--- src/rtl/color_sequencer_if.sv ---
// Board-side bus of the color sequencer: button/switch/vsync inputs and the
// color-select outputs that feed Top_Display.
interface color_sequencer_if;
  logic       btn_next;
  logic       btn_prev;
  logic       sw_load;
  logic [2:0] sw_color;
  logic       auto_en;
  logic       vsync;
  logic       Black;
  logic       Blue;
  logic       Green;
  logic       Cyan;
  logic       Red;
  logic       Magenta;
  logic       Yellow;
  logic       White;
  logic [2:0] color_idx;
  logic       pending;
  logic       frame_update;

  modport master (
    output btn_next, btn_prev, sw_load, sw_color, auto_en, vsync,
    input  Black, Blue, Green, Cyan, Red, Magenta, Yellow, White,
    input  color_idx, pending, frame_update
  );

  modport slave (
    input  btn_next, btn_prev, sw_load, sw_color, auto_en, vsync,
    output Black, Blue, Green, Cyan, Red, Magenta, Yellow, White,
    output color_idx, pending, frame_update
  );
endinterface

--- src/rtl/color_sequencer.sv ---
// Frame-synchronous color selector: debounced button commands, switch load and
// auto-cycling, all applied only at the start of vertical retrace.
module color_sequencer #(
  parameter int unsigned DEB_CYCLES       = 500000,
  parameter int unsigned FRAMES_PER_COLOR = 60,
  parameter int unsigned VSYNC_ACTIVE_LOW = 1
) (
  input  logic              clk,
  input  logic              reset,
  color_sequencer_if.slave  bus
);

  localparam int unsigned DEB_W = $clog2(DEB_CYCLES + 1);
  localparam int unsigned FC_W  = (FRAMES_PER_COLOR > 1) ? $clog2(FRAMES_PER_COLOR) : 1;
  localparam logic [DEB_W-1:0] DEB_LAST = DEB_W'(DEB_CYCLES - 1);
  localparam logic [FC_W-1:0]  FC_LAST  = FC_W'(FRAMES_PER_COLOR - 1);
  localparam logic             VS_INV   = 1'(VSYNC_ACTIVE_LOW != 0);

  typedef enum logic [0:0] {S_IDLE, S_PEND} state_t;

  // Button bit order: [0] next, [1] prev, [2] load
  logic [2:0]       b_s1, b_s2, deb, deb_d, cmd;
  logic [DEB_W-1:0] deb_cnt [3];
  logic             v_s1, v_s2, v_s3, retrace;
  logic             a_s1, a_s2;

  state_t           state, state_n;
  logic [2:0]       target, target_n;
  logic [2:0]       color_idx, idx_n;
  logic [FC_W-1:0]  fcnt, fcnt_n;
  logic             upd_n;
  logic [2:0]       base, req;
  logic             pending, frame_update;
  logic [7:0]       sel;

  // Synchronizers, debounce counters and command/retrace pulse generation
  always_ff @(posedge clk) begin
    if (!reset) begin
      b_s1    <= '0;
      b_s2    <= '0;
      deb     <= '0;
      deb_d   <= '0;
      cmd     <= '0;
      deb_cnt <= '{default: '0};
      v_s1    <= 1'b0;
      v_s2    <= 1'b0;
      v_s3    <= 1'b0;
      retrace <= 1'b0;
      a_s1    <= 1'b0;
      a_s2    <= 1'b0;
    end else begin
      b_s1    <= {bus.sw_load, bus.btn_prev, bus.btn_next};
      b_s2    <= b_s1;
      deb_d   <= deb;
      cmd     <= deb & ~deb_d;
      v_s1    <= bus.vsync;
      v_s2    <= v_s1;
      v_s3    <= v_s2;
      retrace <= (v_s2 ^ VS_INV) & ~(v_s3 ^ VS_INV);
      a_s1    <= bus.auto_en;
      a_s2    <= a_s1;
      for (int i = 0; i < 3; i++) begin
        if (b_s2[i] == deb[i]) begin
          deb_cnt[i] <= '0;
        end else if (deb_cnt[i] == DEB_LAST) begin
          deb[i]     <= b_s2[i];
          deb_cnt[i] <= '0;
        end else begin
          deb_cnt[i] <= deb_cnt[i] + DEB_W'(1);
        end
      end
    end
  end

  // Request latch / retrace apply / auto-step decision
  always_comb begin
    state_n  = state;
    target_n = target;
    idx_n    = color_idx;
    fcnt_n   = fcnt;
    upd_n    = 1'b0;
    base     = (state == S_PEND) ? target : color_idx;
    req      = base;

    if (cmd[2])      req = bus.sw_color;
    else if (cmd[0]) req = base + 3'd1;
    else if (cmd[1]) req = base - 3'd1;

    if (!a_s2) fcnt_n = '0;

    if (|cmd) begin
      // A command arriving with retrace waits for the following retrace
      target_n = req;
      state_n  = S_PEND;
    end else if (retrace) begin
      if (state == S_PEND) begin
        idx_n   = target;
        upd_n   = 1'b1;
        fcnt_n  = '0;
        state_n = S_IDLE;
      end else if (a_s2) begin
        if (fcnt == FC_LAST) begin
          idx_n  = color_idx + 3'd1;
          upd_n  = 1'b1;
          fcnt_n = '0;
        end else begin
          fcnt_n = fcnt + FC_W'(1);
        end
      end
    end
  end

  always_ff @(posedge clk) begin
    if (!reset) begin
      state        <= S_IDLE;
      target       <= '0;
      color_idx    <= '0;
      fcnt         <= '0;
      pending      <= 1'b0;
      frame_update <= 1'b0;
      sel          <= 8'h01;
    end else begin
      state        <= state_n;
      target       <= target_n;
      color_idx    <= idx_n;
      fcnt         <= fcnt_n;
      pending      <= (state_n == S_PEND);
      frame_update <= upd_n;
      sel          <= 8'h01 << idx_n;
    end
  end

  assign bus.color_idx    = color_idx;
  assign bus.pending      = pending;
  assign bus.frame_update = frame_update;
  assign bus.Black        = sel[0];
  assign bus.Blue         = sel[1];
  assign bus.Green        = sel[2];
  assign bus.Cyan         = sel[3];
  assign bus.Red          = sel[4];
  assign bus.Magenta      = sel[5];
  assign bus.Yellow       = sel[6];
  assign bus.White        = sel[7];

endmodule

--- src/flat_wrapper.sv ---
// flat-port wrapper written by rule: the top's interface ports become plain ports
module color_sequencer_flat 
#(
  parameter int unsigned DEB_CYCLES       = 500000,
  parameter int unsigned FRAMES_PER_COLOR = 60,
  parameter int unsigned VSYNC_ACTIVE_LOW = 1
)
  (clk, reset, bus_btn_next, bus_btn_prev, bus_sw_load, bus_sw_color, bus_auto_en, bus_vsync, bus_Black, bus_Blue, bus_Green, bus_Cyan, bus_Red, bus_Magenta, bus_Yellow, bus_White, bus_color_idx, bus_pending, bus_frame_update);
  color_sequencer_if bus_i ();
  input  logic clk;
  input  logic reset;
  input wire logic [$bits(bus_i.btn_next)-1:0] bus_btn_next;
  input wire logic [$bits(bus_i.btn_prev)-1:0] bus_btn_prev;
  input wire logic [$bits(bus_i.sw_load)-1:0] bus_sw_load;
  input wire logic [$bits(bus_i.sw_color)-1:0] bus_sw_color;
  input wire logic [$bits(bus_i.auto_en)-1:0] bus_auto_en;
  input wire logic [$bits(bus_i.vsync)-1:0] bus_vsync;
  output wire logic [$bits(bus_i.Black)-1:0] bus_Black;
  output wire logic [$bits(bus_i.Blue)-1:0] bus_Blue;
  output wire logic [$bits(bus_i.Green)-1:0] bus_Green;
  output wire logic [$bits(bus_i.Cyan)-1:0] bus_Cyan;
  output wire logic [$bits(bus_i.Red)-1:0] bus_Red;
  output wire logic [$bits(bus_i.Magenta)-1:0] bus_Magenta;
  output wire logic [$bits(bus_i.Yellow)-1:0] bus_Yellow;
  output wire logic [$bits(bus_i.White)-1:0] bus_White;
  output wire logic [$bits(bus_i.color_idx)-1:0] bus_color_idx;
  output wire logic [$bits(bus_i.pending)-1:0] bus_pending;
  output wire logic [$bits(bus_i.frame_update)-1:0] bus_frame_update;
  assign bus_i.btn_next = bus_btn_next;
  assign bus_i.btn_prev = bus_btn_prev;
  assign bus_i.sw_load = bus_sw_load;
  assign bus_i.sw_color = bus_sw_color;
  assign bus_i.auto_en = bus_auto_en;
  assign bus_i.vsync = bus_vsync;
  assign bus_Black = bus_i.Black;
  assign bus_Blue = bus_i.Blue;
  assign bus_Green = bus_i.Green;
  assign bus_Cyan = bus_i.Cyan;
  assign bus_Red = bus_i.Red;
  assign bus_Magenta = bus_i.Magenta;
  assign bus_Yellow = bus_i.Yellow;
  assign bus_White = bus_i.White;
  assign bus_color_idx = bus_i.color_idx;
  assign bus_pending = bus_i.pending;
  assign bus_frame_update = bus_i.frame_update;
  color_sequencer #(.DEB_CYCLES(DEB_CYCLES), .FRAMES_PER_COLOR(FRAMES_PER_COLOR), .VSYNC_ACTIVE_LOW(VSYNC_ACTIVE_LOW)) u_core (.clk(clk), .reset(reset), .bus(bus_i));
endmodule
--- config.mk ---
export PLATFORM = sky130hd
export DESIGN_NAME = color_sequencer_flat
export DESIGN_NICKNAME = d
export VERILOG_FILES = /design/src/rtl/color_sequencer_if.sv /design/src/rtl/color_sequencer.sv /design/src/flat_wrapper.sv
export SDC_FILE = /design/constraint.sdc
export NUM_CORES = 1
export LEC_CHECK = 0
export BUFFER_PORTS_ARGS = -buffer_cell sky130_fd_sc_hd__buf_4
export CAP_MARGIN = 20
export CORE_ASPECT_RATIO = 0.7
export CORE_MARGIN = 2
export CORE_UTILIZATION = 45
export DETAILED_ROUTE_END_ITERATION = 10
export GPL_TIMING_DRIVEN = 0
export RECOVER_POWER = 100
export SKIP_CTS_REPAIR_TIMING = 1
export SLEW_MARGIN = 40
export SYNTH_ARGS = -nofsm -noshare
export SYNTH_HDL_FRONTEND = slang
export SYNTH_SLANG_ARGS = --single-unit
--- constraint.sdc ---
create_clock -name clk -period 2.9 [get_ports clk]
set_clock_uncertainty 0.1 [all_clocks]
set_input_delay 0.58 -clock clk [delete_from_list [all_inputs] [get_ports clk]]
set_output_delay 0.58 -clock clk [all_outputs]
set_load 0.03 [all_outputs]
======== After elaboration in Yosys (flattened, before gate mapping) ========
Index checks and enable logic that the tools add are counted.
word-level totals
  register bits ........................... 100
  output and inout bits ................... 13
  logic and storage cells ................. 75
cells by class
  multiplexer cells ....................... 20
  bitwise logic cells ..................... 9
  shift operators ......................... 1
  eq/ne operators ......................... 7
  reduce and logical (&&, ||, !) cells .... 9
  add/sub/neg operators ................... 7
operators with widths
  cell                   count
  $add 19x1->19 const B  3
  $eq 19x19->1 const B   3
  $mux 6                 6
  $mux 3                 9
  $reduce_or 3->1        4
  $shl 1x3->8 const A    1
  $add 3x1->3 const B    2
  $add 6x1->6 const B    1
  $eq 6x6->1 const B     1
  $not 1->1              6
  $reduce_and 2->1       3
  $mux 1                 5
  $reduce_or 5->1        1
  $and 3x3->3            1
  $eq 1x1->1             3
  $not 3->3              1
  $sub 3x1->3 const B    1
  $reduce_bool 2->1      1
  $and 1x1->1            1

======== Logic depth before layout (Yosys ltp) ========
  depth after elaboration ................. 7
  depth in mapped cells ................... 8
  mapped depth without buffers ............ 7

======== Worst setup path before layout ========
OpenSTA, ideal clock, no wires.
  path kind ............................... flip-flop to flip-flop
  start point ............................. register u_core.state
  end point ............................... register u_core.target[2]
  stages on the path, launching flop included .. 9
  setup slack ............................. 0.630 ns
  buffers on the path ..................... 2
  arrival ................................. 2.100 ns
  cell sequence ........................... dfxtp_1 clkbuf_2 clkbuf_1 mux2i_1 ha_1 xor2_1 o22ai_1 a211o_2 a21oi_1
between the ends
  cells in the longest elaborated chain, start to end .. 5
ends and longest elaborated chain
  what                    RTL line                source
  start, declared         color_sequencer.sv:27   state_t state, state_n;
  start signal, assigned  color_sequencer.sv:123  state <= state_n;
  $mux 3 (*)              color_sequencer.sv:82   base = (state == S_PEND) ? target : color_idx;
  $sub 3x1->3             color_sequencer.sv:87   else if (cmd[1]) req = base - 3'd1;
  $mux 3                  color_sequencer.sv:87
  $mux 3 (*)              color_sequencer.sv:86   else if (cmd[0]) req = base + 3'd1;
  $mux 3 (*)              color_sequencer.sv:85   if (cmd[2]) req = bus.sw_color;
  end signal, assigned    color_sequencer.sv:124  target <= target_n;
  end, declared           color_sequencer.sv:28   logic [2:0] target, target_n;
Mark *: on every way between the ends. The rest lies on a longest branch, timed or not.
A chain may end at the register's enable or synchronous reset.

======== Final worst setup path ========
  start point ............................. register u_core.cmd[1]
  end point ............................... register u_core.sel[3]
between the ends
  cells in the longest elaborated chain, start to end .. 3
ends and longest elaborated chain
  what                    RTL line                source
  start, declared         color_sequencer.sv:22   logic [2:0] b_s1, b_s2, deb, deb_d, cmd;
  start signal, assigned  color_sequencer.sv:55   cmd <= deb & ~deb_d;
  $reduce_or 3->1         color_sequencer.sv:91   if (|cmd) begin
  $mux 3                  color_sequencer.sv:91
  $shl 1x3->8             color_sequencer.sv:129  sel <= 8'h01 << idx_n;
  end signal, assigned    color_sequencer.sv:129
  end, declared           color_sequencer.sv:34   logic [7:0] sel;
No other way between the ends.

==> results.ini <==
[die]
core_sq_mm = 0.00911
die-area_sq_mm = 0.0103
die_y_um = 85.3
ioPinCount = 23
rows = 29
start_util_pct = 46.7
fp.dieW_um = 120

[logic_synthesis]
synth_edf_count = 0
ys_warn_count = 0
yosys.area.top_type = dfxtp_1
async_flop_share_pct = 0
synth_most_common_cell = dfxtp_1
seq_area_frac_synth_pct = 47.1
yosys-top-cells-count = dfxtp_1, nor2_1, nand2_1, a21oi_1, xor2_1
avgSynthCellArea_sq_um = 9.00
synth_ff_type = dfxtp_1
netlist_area_sq_mm = 0.00425
yosysUniqueCellTypes = 52
synth-seq-cells = 100
synth_top_area_share_pct = 47.1
syn-num-nets = 489
netlist_top_cells_area = dfxtp_1, xor2_1, nor2_1
syn_inst = 472

[power_and_ir_drop]
comb_power_share_pct = 2.3
power.density_mw_per_mm2 = 563
switchingPower_mw = 0.542
clkPwrFrac_pct = 46.2
leakage_nw = 1.57
power_mw = 2.70
sw_frac_of_total_pct = 20.1
power_frac_seq_pct = 51.4
ir_worst_vdd_uv = 381
intPower_mw = 2.16

[setup_path]
cpMaxStageDelayCell = nor4b_2
crit_end = u_core.sel[3]
crit_type = reg -> reg
critical_path.top_delay_family = simple AND/OR/NAND/NOR gates
cp.arrival_ps = 2740
crit_buf_inv = 1
critical_path_depth = 5
startpoint = u_core.cmd[1]
reg2regPathDepth = 5
critPathMaxFanout = 10
end_kind = register
r2r_start = u_core.cmd[1]
crit_required_ps = 3050
critPathLaunchType = register
crit_chain = clkbuf_1 -> nor4b_2 -> mux2i_1 -> or4_4 -> nor3_1
cp_slowest_stage_delay_ps = 970
regToRegEndpoint = u_core.sel[3]
reg2reg_slack_ps = 320

[placed_design]
gp_congestion = 0.799
dp_hpwl_mm = 5.80
place_inst = 618
place_worst_setup_slack_ps = 400
numPortBuffers = 22
place_area_sq_mm = 0.00457

[timing]
final_hold_viol_count = 0
setup_ws_ps = 316
fin_crit_sh_pct = 89.1
slew_violations = 0
timing.fmax_ghz = 0.387
period_needed_ps = 2580
tns_ps = 0
slew_headroom_pct = 28.2
setup_viol = 0
tightestPinTransition_ps = 1070
grt_setup_unrepaired = false
whs_ps = 280

[clock_tree]
cts_inserted_buffers = 9
clk_path_buf_depth = 2
worstSkewPairLatency_ps = 340
h-tree-depth = 3
clock_sinks = 100
clk_root_buffer_cell = clkbuf_16
cts_tree = built
path_clk_slew_ps = 60

[route]
drt-vias-per-instance = 5.33
drcViolationCount = 0
drtAntennaViolNets = 0
drt_iter0_drc = 168
avgRoutedWirePerCell_um = 13.0
dr.pass1.iters = 4
routed_wl_mm = 8.20
vias = 3372

[cells_and_area]
final_core_util_pct = 52.8
antenna_cells = 0
stdcell_area_sq_mm = 0.00481
finalNonFillerCells = 633
nets = 522
multi_input_area_sq_mm = 0.00211
nFillCells = 884
syn_to_final_growth_pct = 13.1
drive_gt1_share_pct = 6.29
seqCellArea_sq_mm = 0.00200

[flow_run]
cap_violations = 0

[global_routing]
grt_start_max_net_pins = 16
grtUsageTotal_pct = 17.3
grt_pass1_wl_mm = 14.4
antenna_found_initial = 0
grt_overflow_total = 0
grt_pass1_vias = 3115

[worst_hold_path]
hold_class = reg -> reg

[status]
status = completed

## power groups by stage
stage / logic, mW / registers (mW) / clock network (mW)
3_3_place_gp: 0.0676 / 1.42 / 0
3_5_place_dp: 0.0679 / 1.42 / 0
2_1_floorplan: 0.0334 / 1.43 / 0
4_1_cts: 0.0680 / 1.39 / 1.29
6_report: 0.0631 / 1.39 / 1.25
5_1_grt: 0.0698 / 1.39 / 1.34
## kinds of logic after synthesis
family                     after synthesis  synth area share (%)
DFF                                    100                  47.1
buffers and inverters                   30                  2.91
muxes                                    5                  1.21
and+or+nand+nor                        220                  28.7
xor gates and xnor gates                42                  8.65
adders and majority gates                7                  2.06
AOI/OAI and AO/OA                       68                  9.36
## layout make-up
type	instances	share of cell area [%]
Buffer	13	1.07
Sequential cell	100	41.7
Clock buffer	11	4.84
Tap cell	124	3.23
Clock inverter	4	1.54
Inverter	17	1.33
Multi-Input combinational cell	342	44.0
Timing Repair Buffer	22	2.34
## registers in the layout, summed over array words and instances, names as in the netlist, 3 cells and up
name and cells:
u_core.b_s2 3, u_core.fcnt 6, u_core.deb 3, u_core.sel 8, u_core.b_s1 3, u_core.target 3, u_core.cmd 3, u_core.bus.color_idx 3
u_core.deb_d 3, u_core.deb_cnt 57
## worst min path at each step
stage,from,end,slack [ps],cells past startpoint
5_1_grt,u_core.deb_d[1],u_core.cmd[1],290,1
4_1_cts,u_core.deb_d[2],u_core.cmd[2],280,1
3_5_place_dp,u_core.deb_d[2],u_core.cmd[2],270,1
3_3_place_gp,u_core.deb_d[0],u_core.cmd[0],270,1
6_report,u_core.deb_d[2],u_core.cmd[2],280,1
2_1_floorplan,u_core.deb_d[0],u_core.cmd[0],270,1
## routing by layer
layer,global-route usage (%),vias to the layer above,wire [um]
li1,-,1743,-
met1,24.2,1583,4390
met2,25.3,40,3430
met3,5.58,6,285
met4,5.35,0,100
met5,0,-,0
## placed cells by master (no fill, tap or decap), types with 2 or more instances in the layout
| cell | Yosys | routed |
|---|---|---|
| nor2b_1 | 3 | 3 |
| nor4bb_1 | 2 | 2 |
| a31oi_1 | 2 | 2 |
| nand3_1 | 23 | 23 |
| o211ai_1 | 2 | 2 |
| o21bai_1 | 3 | 3 |
| buf_4 | 0 | 8 |
| and4_2 | 2 | 2 |
| dfxtp_1 | 100 | 100 |
| and2b_2 | 2 | 2 |
| or3_1 | 17 | 17 |
| nand2b_1 | 3 | 3 |
| nor2_1 | 49 | 49 |
| inv_1 | 16 | 16 |
| ha_1 | 7 | 7 |
| and3_1 | 7 | 8 |
| xnor2_1 | 16 | 16 |
| a21oi_1 | 27 | 27 |
| o31ai_1 | 6 | 6 |
| or4_1 | 6 | 6 |
| nand2_1 | 32 | 32 |
| nor4_1 | 8 | 8 |
| and2_0 | 0 | 9 |
| nor3_1 | 13 | 13 |
| clkbuf_16 | 0 | 9 |
| nand4_1 | 18 | 18 |
| mux2i_1 | 4 | 4 |
| clkbuf_1 | 8 | 27 |
| a211oi_1 | 2 | 2 |
| and4_1 | 9 | 9 |
| bufinv_16 | 0 | 2 |
| o21ai_0 | 20 | 20 |
| xor2_1 | 26 | 26 |
| and2_1 | 16 | 7 |
Note: power is estimated with default switching activity, not from simulation.
